`src/rtl/mem_port_arbiter.sv`:
```
// mem_port_arbiter: shares one fixed-latency memory between IF and data ports.
// One transaction in flight; data has priority with bounded IF starvation.
module mem_port_arbiter #(
  parameter int ADDR_W     = 32,
  parameter int DATA_W     = 32,
  parameter int MEM_LAT    = 2,
  parameter int STARVE_MAX = 2
) (
  input  logic              clk,
  input  logic              rst,
  input  logic              if_req,
  input  logic [ADDR_W-1:0] if_addr,
  input  logic              if_flush,
  output logic              if_valid,
  output logic [DATA_W-1:0] if_rdata,
  output logic              if_stall,
  input  logic              d_req,
  input  logic              d_we,
  input  logic [ADDR_W-1:0] d_addr,
  input  logic [DATA_W-1:0] d_wdata,
  output logic              d_valid,
  output logic [DATA_W-1:0] d_rdata,
  output logic              d_stall,
  output logic              mem_req,
  output logic              mem_we,
  output logic [ADDR_W-1:0] mem_addr,
  output logic [DATA_W-1:0] mem_wdata,
  input  logic [DATA_W-1:0] mem_rdata,
  output logic              busy
);

  typedef enum logic [1:0] {
    S_IDLE,
    S_ISSUE,
    S_WAIT,
    S_RESP
  } state_t;

  localparam logic [3:0] LAT_M1 = 4'(MEM_LAT - 1);
  localparam logic [3:0] S_MAX  = 4'(STARVE_MAX);

  state_t              state_q, state_d;
  logic                owner_q, owner_d;
  logic [ADDR_W-1:0]   addr_q, addr_d;
  logic                we_q, we_d;
  logic [DATA_W-1:0]   wdata_q, wdata_d;
  logic [3:0]          starve_q, starve_d;
  logic [3:0]          wait_q, wait_d;
  logic                discard_q, discard_d;
  logic [DATA_W-1:0]   if_rdata_q, if_rdata_d;
  logic [DATA_W-1:0]   d_rdata_q, d_rdata_d;

  logic if_elig;
  logic starve_hit;
  logic flush_hit;

  assign if_elig    = if_req & ~if_flush;
  assign starve_hit = if_elig & (starve_q == S_MAX);
  assign flush_hit  = if_flush & ~owner_q;

  // next-state, grant, latch and capture logic
  always_comb begin
    state_d    = state_q;
    owner_d    = owner_q;
    addr_d     = addr_q;
    we_d       = we_q;
    wdata_d    = wdata_q;
    starve_d   = starve_q;
    wait_d     = wait_q;
    discard_d  = discard_q;
    if_rdata_d = if_rdata_q;
    d_rdata_d  = d_rdata_q;
    unique case (state_q)
      S_IDLE: begin
        discard_d = 1'b0;
        if (starve_hit || (if_elig && !d_req)) begin
          owner_d  = 1'b0;
          addr_d   = if_addr;
          we_d     = 1'b0;
          wdata_d  = '0;
          starve_d = '0;
          state_d  = S_ISSUE;
        end else if (d_req) begin
          owner_d = 1'b1;
          addr_d  = d_addr;
          we_d    = d_we;
          wdata_d = d_wdata;
          state_d = S_ISSUE;
          if (if_elig) begin
            starve_d = (starve_q == 4'hF) ? starve_q : starve_q + 4'd1;
          end else if (!if_req) begin
            starve_d = '0;
          end
        end
      end
      S_ISSUE: begin
        wait_d  = LAT_M1;
        state_d = S_WAIT;
        if (flush_hit) discard_d = 1'b1;
      end
      S_WAIT: begin
        if (flush_hit) discard_d = 1'b1;
        if (wait_q == '0) begin
          state_d = S_RESP;
          if (owner_q) begin
            d_rdata_d = we_q ? '0 : mem_rdata;
          end else if (!(discard_q || flush_hit)) begin
            if_rdata_d = mem_rdata;
          end
        end else begin
          wait_d = wait_q - 4'd1;
        end
      end
      S_RESP: begin
        state_d = S_IDLE;
      end
      default: begin
        state_d = S_IDLE;
      end
    endcase
  end

  // state and datapath registers, async active-low reset
  always_ff @(posedge clk or negedge rst) begin
    if (!rst) begin
      state_q    <= S_IDLE;
      owner_q    <= 1'b0;
      addr_q     <= '0;
      we_q       <= 1'b0;
      wdata_q    <= '0;
      starve_q   <= '0;
      wait_q     <= '0;
      discard_q  <= 1'b0;
      if_rdata_q <= '0;
      d_rdata_q  <= '0;
    end else begin
      state_q    <= state_d;
      owner_q    <= owner_d;
      addr_q     <= addr_d;
      we_q       <= we_d;
      wdata_q    <= wdata_d;
      starve_q   <= starve_d;
      wait_q     <= wait_d;
      discard_q  <= discard_d;
      if_rdata_q <= if_rdata_d;
      d_rdata_q  <= d_rdata_d;
    end
  end

  assign mem_req   = (state_q == S_ISSUE);
  assign mem_we    = we_q;
  assign mem_addr  = addr_q;
  assign mem_wdata = wdata_q;
  assign if_valid  = (state_q == S_RESP) & ~owner_q & ~discard_q;
  assign d_valid   = (state_q == S_RESP) & owner_q;
  assign if_rdata  = if_rdata_q;
  assign d_rdata   = d_rdata_q;
  assign if_stall  = if_req & ~if_valid;
  assign d_stall   = d_req & ~d_valid;
  assign busy      = (state_q != S_IDLE);

endmodule

```
`config.mk`:
```
export PLATFORM = sky130hd
export DESIGN_NAME = mem_port_arbiter
export DESIGN_NICKNAME = d
export VERILOG_FILES = /design/src/rtl/mem_port_arbiter.sv
export SDC_FILE = /design/constraint.sdc
export NUM_CORES = 1
export LEC_CHECK = 0
export CAP_MARGIN = 40
export CORE_ASPECT_RATIO = 0.9
export CORE_MARGIN = 1.5
export CORE_UTILIZATION = 45
export DETAILED_ROUTE_END_ITERATION = 8
export PLACE_DENSITY_LB_ADDON = 0.1
export SLEW_MARGIN = 20
export SYNTH_ARGS = -nofsm -noshare
export SYNTH_HDL_FRONTEND = slang
export SYNTH_SLANG_ARGS = --single-unit
```
`constraint.sdc`:
```
create_clock -name clk -period 2.8 [get_ports clk]
set_clock_uncertainty 0.05 [all_clocks]
set_input_delay 0.42 -clock clk [delete_from_list [all_inputs] [get_ports clk]]
set_output_delay 0.42 -clock clk [all_outputs]
set_load 0.005 [all_outputs]
```
Yosys cells after proc, flatten, opt, wreduce, memory -nomap -nowiden --
Cells that the tools add are included.
Operators by class: add/sub/neg operators 2, multiply operators 0, divide/modulo/power cells 0, order comparisons 0, equal/unequal tests 11, shift operators 0, multiplexer cells 22, bitwise logic cells 14, reduce and logical (&&, ||, !) cells 18
Operators by type and width (count):
- $mux W32 | 5
- $mux W4 | 6
- $and A1 B1 Y1 | 8
- $pmux W2 S4 | 1
- $pmux W4 S2 | 1
- $reduce_and A2 Y1 | 4
- $reduce_and A4 Y1 | 2
- $reduce_bool A2 Y1 | 4
- $mux W2 | 3
- $ne A3 B3 Y1 const B | 2
- $not A1 Y1 | 6
- $mux W1 | 5
- $add A4 B1 Y4 const B | 1
- $eq A2 B2 Y1 const B | 2
- $eq A4 B2 Y1 const B | 1
- $eq A4 B4 Y1 const B | 1
- $logic_not A4 Y1 | 1
- $ne A2 B2 Y1 const B | 2
- $sub A4 B1 Y4 const B | 1
- $ne A3 B1 Y1 const B | 1
- $reduce_and A3 Y1 | 1
- $eq A2 B1 Y1 const B | 1
- $logic_not A2 Y1 | 1
- $logic_or A1 B1 Y1 | 2
- other kinds (5) | 5
Word-level totals: flip-flop bits (word level) 141, bits in latches 0, memory bits (writable) 0, memory bits (read-only) 0, input port bits 134, word-level logic and storage cells 77, memories 0

Logic depth before layout (Yosys ltp) --
Gate-level depths: netlist of run 1.
depth after elaboration 6, gate-level depth with buffers 8, mapped depth without buffers 6

Worst setup path after synthesis of run 1 --
OpenSTA, ideal clock, no wires.
kind register to register, from reg state_q[0], to reg if_rdata_q[10], in the netlist if_rdata[10], library setup time 0.128 ns, arrival 1.564 ns, required time 2.622 ns, slack 1.059 ns, stages on the path, launching flop included 7, cells stage by stage dfrtp_1 -> inv_1 -> ha_1 -> and4bb_1 -> nand3b_2 -> buf_2 -> mux2_1
On the way: word-level cells in the longest chain between the ends 2
RTL lines:
- from (decl) | RTL line 42 | state_t state_q, state_d;
- from (signal assigned) | RTL line 137 | state_q <= state_d;
- $eq A2 B2 Y1 | RTL line 73 | unique case (state_q)
- $reduce_and A4 Y1 (no source line)
- to (signal assigned) | RTL line 145 | if_rdata_q <= if_rdata_d;
- to (decl) | RTL line 50 | logic [DATA_W-1:0] if_rdata_q, if_rdata_d;
Every way passes these cells. A chain may end at the register's enable or synchronous reset.

Worst setup path after layout of run 1 --
from reg state_q[0], to out busy
On the way: word-level cells in the longest chain between the ends 1
RTL lines:
- $reduce_bool A2 Y1 | RTL line 160 | assign busy = (state_q != S_IDLE);
- to (decl) | RTL line 29 | output logic busy
Every way passes these cells.

==> qor.txt, run 1 <==
Diode count = 0
Total vias in the final route = 5,390
Netlist cell types = 35
Max Slew Vio Count = 0
Crit path DAT = 1840 ps
Status = finished, final reports clean
CTS tree = yes
CTS resizes = 0
CP Max Fanout = 5
# DRC = 0
Synthesis Warnings = 0
Clock Sinks = 141
Peak supply drop = 0.550 mV
Leak pwr = 0.00432 uW
# IOs = 269
Die H = 113 um
Peak per-stage delay on the critical path = 510 ps
First-pass GRT wire length = 28,400 um
Later-pin clock latency in the skew report = 420 ps
Worst Hold Depth = 2
Post-Route WL = 17,500 um
Register area share after synthesis = 58.8%
Avg Cell Area, Syn = 9.91 um^2
Worst-path cell chain = inv_1, ha_1, inv_1, clkdlybuf4s50_1
Post-CTS Setup Inserts = 0
Hold_buf cts = 1
Fin crit period = 2310 ps
Endpoints failing setup = 0
Crit. End Element = output port
Initial Utilization = 46.7%
Worst R2R End = if_rdata[8]
Hold Path Origin = mem_wdata[27]
Critical path class = flip-flop to output port
Slew margin rel. = 61.2%
Final WS setup = 492 ps
Max-cap violations = 0
# fillers = 942
# H-tree levels = 4
RSZ-0062 raised after global routing = no
R2R cell count = 6
Max Freq = 0.433 GHz
Clk slew on worst S/H paths = 60 ps
Core Region = 12,800 um^2
Largest net degree at the start of global routing = 67
Cells after Synth = 605
Most used cell, CP = inv_1
Antenna violations before repair = 0
DIE WIDTH = 125 um
Most frequent cells in the layout = clkdlybuf4s50_1 (267), dfrtp_1 (141), nand2_1 (136)
FP Rows = 39
Antenna Nets Post-Route = 0
PortBufs = 268
Nets = 1,009
Post-synthesis register bit count = 141
Inserted Clock Buffers = 17
Worst r2r src = state_q[0]
Setup slack, reg-to-reg = 550 ps
Vias in the first global route = 5,528
Vias per inst = 5.16
Non-Filler Instances = 1,044
Net Count, Synth = 746
Pre-CTS setup slack = 513 ps
Wire per inst = 16.8 um
Setup TNS = 0 ps
Endpoints failing hold = 0
PwrDens = 1030 nW/um^2
Clock Path Buffers = 2
Area of the die = 14,000 um^2
Detail Placement HPWL = 12,200 um
Grt ovf = 0
Fin crit share = 82.4%
Clock tree root buffer cell = clkbuf_16
Initial DRC count = 265
GP Congestion = 0.803
Ratio of cells with drive above 1 in the final layout = 5.68%
Worst setup SP type = flip-flop
Area Overhead vs Synth = 57.8%
Gr usage total = 25.8%
Slowest CP cell = clkdlybuf4s50_1
Synth Cell Area = 6000 um^2
Inst Count DP = 1,012
Most common cell after layout, fill and taps aside = clkdlybuf4s50_1
Hold EP = mem_wdata[27]
Pre-antenna DRT Iters = 5
CP required = 2330 ps
Hold/Removal Path Class = flip-flop to flip-flop
Worst Max-Slew Pin Slew = 582 ps
[worst max path at each step]
stage	to	slack, ps	startpoint
4_1_cts	busy	470	state_q[0]
2_1_floorplan	if_rdata[10]	1060	state_q[0]
6_report	busy	490	state_q[0]
3_5_place_dp	d_stall	510	d_req
5_1_grt	if_rdata[2]	380	state_q[0]
3_3_place_gp	d_stall	540	d_req
[logic make-up (layout without fill, tap and decap cells)]
family	count (synthesis)	count (layout)	synth area share [%]
AOI/OAI and AO/OA	117	117	10.2
muxes	33	33	6.20
and+or+nand+nor	260	260	19.4
buffers and inverters	46	321	3.67
adders and majority gates	7	7	1.46
xor gates and xnor gates	1	1	0.146
DFF	141	141	58.8
[synth_stat cells]
master     instances  area [um^2]
o21bai_1           1         7.51
nand4_1            1         6.26
nand3b_2           1         11.3
o22ai_1            1         6.26
nor2_1            39          146
buf_4              5         37.5
xor2_1             1         8.76
and4bb_1           1         12.5
nor2b_1            4         25.0
dfrtp_1          141         3530
o211ai_1           1         7.51
inv_2              1         3.75
o21ai_1           37          185
o21a_1             2         15.0
nand2b_1          36          225
nand3b_1           1         7.51
o31ai_1            1         7.51
nand4b_1           1         8.76
a21oi_1           69          345
nor3b_1            1         7.51
o21ai_0            1         5.00
nand2_1          137          514
nor3_1             1         5.00
ha_1               7         87.6
nor3b_2            1         12.5
buf_2             23          115
clkbuf_1           9         33.8
o31a_1             1         8.76
inv_1              8         30.0
o22a_1             1         8.76
mux2_1            33          372
nand3_1           34          170
and2_1             2         12.5
o2bb2ai_1          1         8.76
o221ai_1           1         8.76
[area by class of cell]
type	count	area (um^2)	share of cell area (%)
clock inverters	12	146	1.55
multi-input cells	418	2270	24.0
clock buffers	19	443	4.68
repair buffers	281	2830	29.9
well taps	164	205	2.17
flip-flops and latches	141	3530	37.3
inverters	9	33.8	0.357
[sequential cells by signal, indices dropped and copies added (netlist names)]
register and count:
d_rdata 32, discard_q 1, if_rdata 32, mem_addr 32
mem_wdata 32, mem_we 1, owner_q 1, starve_q 4
state_q 2, wait_q 4
[per-stage QoR]
step / hold slack [ps] / total power (uW) / area (um^2) / utilization [%]
2_1_floorplan: 74.4 / 5000 / 6000 / -
3_3_place_gp: 364 / 7330 / 8860 / 69.1
3_5_place_dp: 371 / 7480 / 8860 / 69.1
4_1_cts: 418 / 9810 / 9460 / 73.7
5_1_grt: 433 / 10300 / 9460 / 73.7
6_report: 412 / 9710 / 9460 / 73.7
[worst max-delay path, delay by kind of cell, from the launching register on]
kind                       cells  cell delay (ps)
adders and majority gates      1              290
buffers and inverters          3              730
DFF                            1              400
[layer usage]
metal / share of wire, % / GRT usage (%) / vias up
li1: - / - / 2525
met1: 38 / 29.4 / 2582
met2: 50 / 44.3 / 244
met3: 8.6 / 9.01 / 39
met4: 3.5 / 11.3 / 0
met5: 0 / 0 / -
[report_power, final]
part	switching (uW)	leakage [uW]	internal [uW]
combinational	1660	0.00231	2330
clock	843	0.000284	1410
sequential	520	0.00173	2940
Power figures use the tool's default switching activity.
==> inputs of run 2 (changes only) <==
--- a/config.mk
+++ b/config.mk
@@ -8,7 +8,7 @@
 export CAP_MARGIN = 40
 export CORE_ASPECT_RATIO = 0.9
 export CORE_MARGIN = 1.5
-export CORE_UTILIZATION = 45
+export CORE_UTILIZATION = 38
 export DETAILED_ROUTE_END_ITERATION = 8
 export PLACE_DENSITY_LB_ADDON = 0.1
 export SLEW_MARGIN = 20
==> constraint.sdc (replaced) <==
create_clock -name clk -period 2 [get_ports clk]
set_clock_uncertainty 0.05 [all_clocks]
set_input_delay 0.3 -clock clk [delete_from_list [all_inputs] [get_ports clk]]
set_output_delay 0.3 -clock clk [all_outputs]
set_load 0.005 [all_outputs]
==> qor.txt, run 2 (synthesis results as in run 1) <==
First-pass GRT wire length = 27,000 um (-4.9%)
Grt ovf = 0 (unchanged)
Max-cap violations = 0 (unchanged)
Final WS setup = 111 ps (-381 ps)
Pre-antenna DRT Iters = 7 (+2)
Pre-CTS setup slack = -53.2 ps (-566 ps)
Peak per-stage delay on the critical path = 400 ps (-110 ps)
Fin crit period = 1890 ps
Peak supply drop = 0.713 mV (+30%)
Nets = 1,025 (+1.6%)
Wire per inst = 16.2 um (-3.4%)
CTS tree = yes
Worst-path cell chain = buf_6, buf_4, ha_1, dlygate4sd2_1
Hold/Removal Path Class = primary input to async pin
Clock Path Buffers = 2 (unchanged)
Clk slew on worst S/H paths = 60 ps (about the same)
Initial Utilization = 38.8% (-7.9 points)
Critical path class = flip-flop to output port
Largest net degree at the start of global routing = 65 (-3.0%)
Detail Placement HPWL = 12,200 um (about the same)
Area of the die = 16,500 um^2 (+18%)
Area Overhead vs Synth = 64.5%
Post-Route WL = 17,800 um (+1.6%)
Core Region = 15,400 um^2 (+20%)
Crit path DAT = 1540 ps (-300 ps)
PwrDens = 1420 nW/um^2 (+38%)
Later-pin clock latency in the skew report = 420 ps (about the same)
Setup TNS = 0 ps (unchanged)
Slew margin rel. = 71.2% (+10 points)
Crit. End Element = output port
Most common cell after layout, fill and taps aside = clkdlybuf4s50_1
CP required = 1650 ps (-680 ps)
Clock Sinks = 141 (unchanged)
DIE WIDTH = 135 um (+8.6%)
PnR Total Power = 14,000 uW (+44%)
Endpoints failing hold = 0 (unchanged)
Fin crit share = 94.5%
GP Congestion = 0.793 (-1.2%)
Initial DRC count = 251 (-5.3%)
Status = finished, final reports clean
Diode count = 0 (unchanged)
Most frequent cells in the layout = clkdlybuf4s50_1 (261), dfrtp_1 (141), nand2_1 (136)
Antenna violations before repair = 0 (unchanged)
Worst Max-Slew Pin Slew = 433 ps (-149 ps)
RSZ-0062 raised after global routing = no
Vias in the first global route = 5,463 (-1.2%)
# DRC = 0 (unchanged)
Antenna Nets Post-Route = 0 (unchanged)
# IOs = 269 (unchanged)
Ratio of cells with drive above 1 in the final layout = 9.71% (+4.0 points)
Max Slew Vio Count = 0 (unchanged)
Max Freq = 0.529 GHz
Final hold slack = 295 ps (-117 ps)
Vias per inst = 4.92 (-4.7%)
Leak pwr = 0.00457 uW (+5.7%)
Inserted Clock Buffers = 17 (unchanged)
# fillers = 1,238 (+31%)
Gr usage total = 21.2% (-4.6 points)
Endpoints failing setup = 0 (unchanged)
# H-tree levels = 4 (unchanged)
FP Rows = 43 (+10%)
Total vias in the final route = 5,400 (+0.19%)
PortBufs = 268 (unchanged)
Slowest CP cell = dfrtp_1
Clock tree root buffer cell = clkbuf_16
Worst setup SP type = flip-flop
Die H = 122 um (+8.6%)
CP Max Fanout = 3 (-2)
[run 2: timing repair]
action,CTS,global route
gates cloned,0,3
resized for setup,9,23
pin swaps,1,2
hold buffers,1,0
hold endpoints to repair,35,0
setup endpoints to repair,5,35
setup buffers,6,3
[run 2: path summary, 6_finish.rpt]
check                      slack [ps]       endpoint  cells after the start           from
max reg2reg                       150   if_rdata[13]                      7     state_q[0]
max                               110        mem_req                      4     state_q[0]
min reg2reg                       410  mem_wdata[21]                      2  mem_wdata[21]
max in group asynchronous         970  mem_wdata[24]                      3            rst
min in group clk                  360  mem_wdata[21]                      3    d_wdata[21]
min                               300    if_rdata[6]                      2            rst
[run 2: layout make-up]
class | instances | area, um^2 | area share, %
Clock buffer | 21 | 470 | 4.77
Clock inverter | 10 | 138 | 1.40
Inverter | 9 | 36.3 | 0.368
Multi-Input combinational cell | 418 | 2360 | 24.0
Sequential cell | 141 | 3530 | 35.8
Tap cell | 202 | 253 | 2.56
Timing Repair Buffer | 297 | 3070 | 31.1
[run 2: stage by stage]
| step | instance area, um^2 | std cells | util [%] |
|---|---|---|---|
| after floorplan | 6000 | 605 | - |
| after global placement | 9020 | 1055 | 58.4 |
| after detailed placement | 9020 | 1055 | 58.4 |
| after CTS | 9700 | 1093 | 62.8 |
| after global routing | 9860 | 1098 | 63.9 |
| final | 9860 | 1098 | 63.9 |
[run 2: power breakdown]
part / leakage (uW) / switching (uW) / internal (uW) / total (uW)
combinational: 0.00254 / 2390 / 3550 / 5940
sequential: 0.00173 / 716 / 4120 / 4840
clock: 0.000295 / 1180 / 2050 / 3230
[run 2: per-layer routing]
metal	share of wire, %	GRT usage (%)
met5	0	0
met3	8.7	8.57
met1	40	24.0
met4	1.7	7.12
met2	50	36.6
[run 2: critical path: cells and delay by family, from the launching register on]
kind | cells | cell delay (ps)
fa+ha+maj | 1 | 200
buf+inv | 3 | 520
flops | 1 | 400
